$ cat src/rtl/fft_frame_sequencer.sv
// Moves one frame of samples from the sample RAM into the FFT core, then
// writes each core output word into the result RAM at its output index.
module fft_frame_sequencer #(
  parameter int ADDR_W    = 8,
  parameter int DATA_W    = 32,
  parameter int FRAME_LEN = 256,
  parameter int TIMEOUT   = 4096
) (
  input  logic              clk,
  input  logic              rst,
  input  logic              frame_req,
  output logic              frame_ack,
  output logic              rd_en,
  output logic [ADDR_W-1:0] rd_addr,
  input  logic [DATA_W-1:0] rd_data,
  output logic              fft_start,
  input  logic              fft_rfd,
  output logic [DATA_W-1:0] fft_din,
  output logic              fft_din_valid,
  input  logic              fft_dv,
  input  logic [DATA_W-1:0] fft_dout,
  output logic              wr_en,
  output logic [ADDR_W-1:0] wr_addr,
  output logic [DATA_W-1:0] wr_data,
  output logic              busy,
  output logic              done,
  output logic              err_timeout,
  output logic              err_spurious,
  output logic [15:0]       frame_count
);

  localparam logic [2:0] S_IDLE     = 3'd0;
  localparam logic [2:0] S_START    = 3'd1;
  localparam logic [2:0] S_LOAD     = 3'd2;
  localparam logic [2:0] S_WAIT_OUT = 3'd3;
  localparam logic [2:0] S_UNLOAD   = 3'd4;
  localparam logic [2:0] S_DONE     = 3'd5;

  // Indices carry one extra bit so a frame of exactly 2^ADDR_W words terminates.
  localparam int IW = ADDR_W + 1;
  localparam int TW = $clog2(TIMEOUT) + 1;
  localparam logic [IW-1:0] LEN    = IW'(FRAME_LEN);
  localparam logic [IW-1:0] LAST   = IW'(FRAME_LEN - 1);
  localparam logic [TW-1:0] T_LAST = TW'(TIMEOUT - 1);

  logic [2:0]    state;
  logic [2:0]    next_state;
  logic [IW-1:0] in_idx;
  logic [IW-1:0] out_idx;
  logic [TW-1:0] timer;
  logic          last_wr;
  logic          dv_unexpected;

  always_comb begin
    rd_en         = (state == S_LOAD) && fft_rfd && (in_idx < LEN);
    rd_addr       = rd_en ? in_idx[ADDR_W-1:0] : '0;
    wr_en         = ((state == S_WAIT_OUT) || (state == S_UNLOAD)) && fft_dv;
    wr_addr       = wr_en ? out_idx[ADDR_W-1:0] : '0;
    wr_data       = wr_en ? fft_dout : '0;
    fft_din       = fft_din_valid ? rd_data : '0;
    last_wr       = wr_en && (out_idx == LAST);
    dv_unexpected = fft_dv && ((state == S_IDLE) || (state == S_START) || (state == S_LOAD));
  end

  always_comb begin
    next_state = state;
    case (state)
      S_IDLE:     if (frame_req) next_state = S_START;
      S_START:    next_state = S_LOAD;
      // Leave only once the in-flight word of the final read has been presented.
      S_LOAD:     if (in_idx == LEN) next_state = S_WAIT_OUT;
      S_WAIT_OUT: begin
        if (fft_dv)               next_state = last_wr ? S_DONE : S_UNLOAD;
        else if (timer == T_LAST) next_state = S_IDLE;
      end
      S_UNLOAD:   if (last_wr) next_state = S_DONE;
      S_DONE:     next_state = S_IDLE;
      default:    next_state = S_IDLE;
    endcase
  end

  always_ff @(posedge clk or posedge rst) begin
    if (rst) begin
      state         <= S_IDLE;
      in_idx        <= '0;
      out_idx       <= '0;
      timer         <= '0;
      frame_ack     <= 1'b0;
      fft_start     <= 1'b0;
      fft_din_valid <= 1'b0;
      busy          <= 1'b0;
      done          <= 1'b0;
      err_timeout   <= 1'b0;
      err_spurious  <= 1'b0;
      frame_count   <= '0;
    end else begin
      state         <= next_state;
      frame_ack     <= (next_state == S_START);
      fft_start     <= (next_state == S_START);
      busy          <= (next_state != S_IDLE);
      done          <= (next_state == S_DONE);
      fft_din_valid <= rd_en;
      if (next_state == S_DONE) frame_count <= frame_count + 16'd1;
      if (state == S_START) begin
        in_idx  <= '0;
        out_idx <= '0;
        timer   <= '0;
      end
      if (rd_en) in_idx <= in_idx + 1'b1;
      if (wr_en) out_idx <= out_idx + 1'b1;
      if (state == S_WAIT_OUT) timer <= timer + 1'b1;
      if ((state == S_WAIT_OUT) && !fft_dv && (timer == T_LAST)) err_timeout <= 1'b1;
      if (dv_unexpected) err_spurious <= 1'b1;
    end
  end

endmodule

$ cat config.mk
export PLATFORM = sky130hd
export DESIGN_NAME = fft_frame_sequencer
export DESIGN_NICKNAME = d
export VERILOG_FILES = /design/src/rtl/fft_frame_sequencer.sv
export SDC_FILE = /design/constraint.sdc
export NUM_CORES = 1
export LEC_CHECK = 0
export BUFFER_PORTS_ARGS = -buffer_cell sky130_fd_sc_hd__buf_4
export CORE_MARGIN = 2
export CORE_UTILIZATION = 46
export CTS_CLUSTER_DIAMETER = 150
export DETAILED_ROUTE_END_ITERATION = 8
export GPL_TIMING_DRIVEN = 0
export PLACE_DENSITY_LB_ADDON = 0.05
export SLEW_MARGIN = 30
export SYNTH_ARGS = -nofsm -noshare
export SYNTH_HDL_FRONTEND = slang
export SYNTH_SLANG_ARGS = --single-unit
$ cat constraint.sdc
create_clock -name clk -period 2.5 [get_ports clk]
set_clock_uncertainty 0.1 [all_clocks]
set_input_delay 0.25 -clock clk [delete_from_list [all_inputs] [get_ports clk]]
set_output_delay 0.25 -clock clk [all_outputs]
set_load 0.005 [all_outputs]
* Word level (Yosys, flattened, before mapping)
Cells that the tools add are included.
Operators by class: add/subtract/negate cells 4, muxes and demuxes 16, equal/unequal tests 9, order comparisons 1, reductions and logical operators 16
Operators by type and width (number):
- $mux 32 | 2
- $mux 9 | 3
- $mux 13 | 2
- $add 9x1->9 const B | 2
- $add 16x1->16 const B | 1
- $mux 8 | 2
- $mux 3 | 5
- $pmux 3 s5 | 1
- $add 13x1->13 const B | 1
- $eq 13x12->1 const B | 1
- $eq 9x8->1 const B | 1
- $eq 9x9->1 const B | 1
- $lt 9x9->1 const B | 1
- $logic_and 1x1->1 | 7
- $eq 3x1->1 const B | 2
- $eq 3x2->1 const B | 2
- $eq 3x3->1 const B | 2
- $reduce_bool 2->1 | 3
- $logic_not 3->1 | 1
- $logic_or 1x1->1 | 3
- $reduce_bool 3->1 | 1
- $logic_not 1->1 | 1
- $mux 1 | 1
Word-level totals: output and inout port bits 105, input port bits 69, word-level logic and storage cells 57, register bits 56

* Logic depth before layout (Yosys ltp)
depth in word-level cells 8, depth in mapped cells 8, gate-level depth less buffers 8

* Worst setup path after synthesis
Ideal clock, no wire load.
kind reg2reg, from register out_idx[0], to register frame_count[1], cell stages (with the launch flop) 8, buffers on the path 0, data arrival time 1.746 ns, data required time 2.275 ns, clock period less this slack 1.971 ns, setup slack 0.529 ns, library setup time 0.125 ns, cell sequence dfrtp_1 -> ha_1 -> nand3_1 -> nor3_1 -> ha_1 -> nand2_1 -> a21oi_1 -> mux2_2
Between the ends: longest elaborated chain between the ends 6, elaborated cells on any way between the ends 7, classes of those cells eq/ne: 2; mux: 4; reduce/logical: 1
Ends and longest elaborated chain:
- start, declared | line 49 | logic [IW-1:0] out_idx;
- start signal, assigned | line 110 | if (wr_en) out_idx <= out_idx + 1'b1;
- $eq 9x8->1 (*) | line 61 | last_wr = wr_en && (out_idx == LAST);
- $logic_and 1x1->1 (*) | line 61
- $mux 1 | line 73 | if (fft_dv) next_state = last_wr ? S_DONE : S_UNLOAD;
- $mux 3 | line 73
- $pmux 3 s5 (*) | line 67 | case (state)
- $eq 3x3->1 (*) | line 103 | if (next_state == S_DONE) frame_count <= frame_count + 16'd1;
- end signal, assigned | line 103
- end, declared | line 29 | output logic [15:0] frame_count
Every way passes the cells marked *; elsewhere a longest branch is shown, timed or not. A chain may end at the register's enable or synchronous reset.

* Worst setup path in the final report
from register state[0], to output port wr_data[10]
Between the ends: longest elaborated chain between the ends 4, elaborated cells on any way between the ends 5, classes of those cells eq/ne: 2; mux: 1; reduce/logical: 2
Ends and longest elaborated chain:
- start, declared | line 46 | logic [2:0] state;
- start signal, assigned | line 97 | state <= next_state;
- $eq 3x2->1 / $eq 3x3->1 (equally long branches) | line 57 | wr_en = ((state == S_WAIT_OUT) || (state == S_UNLOAD)) && fft_dv;
- $logic_or 1x1->1 (*) | line 57
- $logic_and 1x1->1 (*) | line 57
- $mux 32 (*) | line 59 | wr_data = wr_en ? fft_dout : '0;
- end, declared | line 24 | output logic [DATA_W-1:0] wr_data,
Marks and branches as above.

==> results.txt <==
R2R setup slack: 0.18 ns
Iter 0 DRT Violations: 214
Maximum VDD drop: 434 uV
Initial antenna violation count: 0
Die Wd: 89.1 um
EDFF count, synth: 0
Total power: 3.52 mW
P_leak: 2.51 nW
I/O pin count: 174
Nets@finish: 640
Reg-to-reg startpoint: out_idx[0]
Rel. slew slack: 65.9%
Inserted Clock Buffers: 5
Area grow syn2layout: 49.0%
GR Util met2: 37.2%
Vias in the first global route: 2,968
Pin count of the biggest net entering global routing: 50
Register area share after synthesis: 42.1%
CTS clk-pin slew, worst paths: 0.10 ns
Gr usage total: 21.5%
Ys flop type: dfrtp_1
CP max stage delay: 0.41 ns
CP Capture Point: wr_data[10]
Vias per cell: 5.07
Worst Max-Slew Pin Slew: 0.507 ns
Power per cell area: 709 nW/um^2
Max_cap viols: 0
Fillers: 612
Antenna Violating Nets Remaining: 0
Avg Cell Area, Syn: 8.83 sq um
Diode count: 0
Kind of end point of the critical path: output port
Asr flop ratio synth: 100%
RSZ-0062 raised after global routing: no
Slew Viols, Final: 0
CTS tree: built
Synth Instances: 377
Worst EP required: 2.15 ns
Clk_lat worst skew: 0.31 ns
Clock sinks: 56
First-pass GRT wire length: 13.7 mm
GR Layer Usage met3: 4.52%
Routed wire length per instance: 13.7 um
CP bufs+invs: 4
# port buffers: 172
WS Path Type: reg -> out
DRC viols: 0
Fraction of layout cells with a size suffix above 1: 37.1%
Core ar.: 7140 sq um
Fmax: 420 MHz
YS warnings: 0
Status: complete, no violations
Rows: 31
Critical Path Slowest Stage Cell: dfrtp_1
Seq cells post-synth: 56
Crit-path cells: or3b_1, buf_2, a21o_4, inv_4, clkbuf_2, and2_1, buf_4
Critical path's top delay family: buffers and inverters
Root Buffer: clkbuf_8
R2R depth: 8
Die Footprint: 7930 sq um
CP Launch Type: flop
Final setup TNS: 0 ns
Number of buffers on the longest clock path: 2
Hold crit path type: in -> reg
Final hold vios: 0
DRT Pass-1 Iters: 4
H-tree depth reported by CTS: 2
Crit path max fanout: 10
Initial Util: 46.7%
Cell area after synthesis: 3330 sq um
Detailed Place HPWL: 6.86 mm
Gr busiest metal: met2
GP Congestion: 0.868
Die Height: 89.1 um
Netlist cell types: 50
Synth Net Count: 452
DR vias: 3,369
Final setup vio count: 0
Overflow after GRT: 0
Final wirelength: 9.12 mm
Fin crit period: 2.38 ns
Reg2reg end: frame_count[13]
Crit path DAT: 2.03 ns
WP depth: 7
GRT met1 Usage: 28.1%
Fin crit share: 95.2%
Crit path launch: state[0]
[synth_stat cells, drive strengths merged, types with 3 or more instances]
master  instances  area share [%]
a21o            5             1.1
a21oi          11             1.9
and2           72              14
and3            9             1.7
buf             8             1.6
clkbuf         10             1.2
dfrtp          56              42
ha              6             2.3
inv            12             1.4
mux2i           4             1.2
nand2          34             3.8
nand2b          4            0.75
nand3          29             4.4
nand4           7             1.3
nor2           18             2.0
nor3           12             2.0
nor3b           3             1.0
nor4            6             1.1
o21ai          19             2.9
o31ai           4            0.90
or3             4            0.75
or4             3            0.68
xnor2          16             4.2
xor2            4             1.1
[how the worst min path moves through the flow]
stage                endpoint          from  cells after the start
2_1_floorplan       fft_start     frame_req                      1
3_3_place_gp     err_spurious  err_spurious                      1
3_5_place_dp   frame_count[2]           rst                      2
4_1_cts             fft_start     frame_req                      2
5_1_grt             fft_start     frame_req                      2
6_report            fft_start     frame_req                      2
[routing by layer]
layer	vias up	routed length (um)
li1	1671	-
met1	1556	3750
met2	136	4630
met3	6	692
met4	0	52
met5	-	0
[cells by family after synthesis]
| kind of cell | Yosys count | synth area share [%] |
|---|---|---|
| simple gates | 209 | 34.9 |
| flops | 56 | 42.1 |
| compound gates | 51 | 9.73 |
| buf+inv | 30 | 4.17 |
| xor+xnor | 20 | 5.26 |
| fa+ha+maj | 6 | 2.25 |
| mux | 5 | 1.54 |
[state kept, by name, indices dropped and copies added (netlist names)]
name and cells:
timer 13, err_spurious 1, done 1, out_idx 9, err_timeout 1, fft_din_valid 1, frame_count 16, in_idx 9
fft_start 1, state 3, busy 1
[power by group]
group          total [mW]  leakage, nW  internal, mW  switching, mW
combinational        1.68         1.72         0.840          0.837
clock               0.601       0.0558         0.303          0.298
sequential           1.24        0.740          1.06          0.174
total                3.52         2.51          2.21           1.31
[layout by cell type (no fill, tap or decap), types with 2 or more instances in the layout]
cell and instances:
buf_4 182, and2_1 72, dfrtp_1 55, nand2_1 34, nand3_1 29, o21ai_0 19
nor2_1 18, xnor2_1 16, nor3_1 11, inv_1 10, and3_1 9, a21oi_1 9
clkbuf_1 8, nand4_1 7, nor4_1 6, ha_1 6, clkbuf_8 5, buf_2 4
nand2b_1 4, mux2i_1 4, o31ai_1 4, a21o_1 4, xor2_1 4, or3_1 4
or4_1 3, nor3b_1 2, a21oi_2 2, and4_1 2, inv_4 2, a31o_2 2
a31oi_1 2
[timing repair]
item | in CTS | in global routing
hold endpoints to repair | 56 | 0
cloned | 0 | 0
pin swaps | 0 | 1
hold buffers | 1 | 0
setup endpoints to repair | 19 | 36
setup buffers | 0 | 7
gates resized for setup | 1 | 5
[per-stage QoR]
step / cell area, sq um / std cells / util, % / setup slack, ns / hold slack [ns]
final: 4960 / 665 / 69.5 / 0.119 / 0.143
after global routing: 4960 / 665 / 69.5 / 0.00380 / 0.129
after global placement: 4740 / 648 / 66.5 / 0.0423 / 0.360
after floorplan: 3330 / 377 / - / 0.529 / 0.317
after CTS: 4900 / 658 / 68.6 / 0.0179 / 0.135
after detailed placement: 4770 / 649 / 66.9 / 0.227 / 0.0530
[cell type report]
cell class                 instances  area (sq um)  area share, %
sequential                        56          1400           28.3
clock buffer                       6          72.6           1.46
inverter                          12          50.0           1.01
buffer                            18          96.3           1.94
tap                               99           124           2.50
clock inverter                     2          38.8          0.782
multi-input combinational        291          1800           36.2
timing repair buffer             181          1380           27.8
Note: power is estimated with default switching activity, not from simulation.
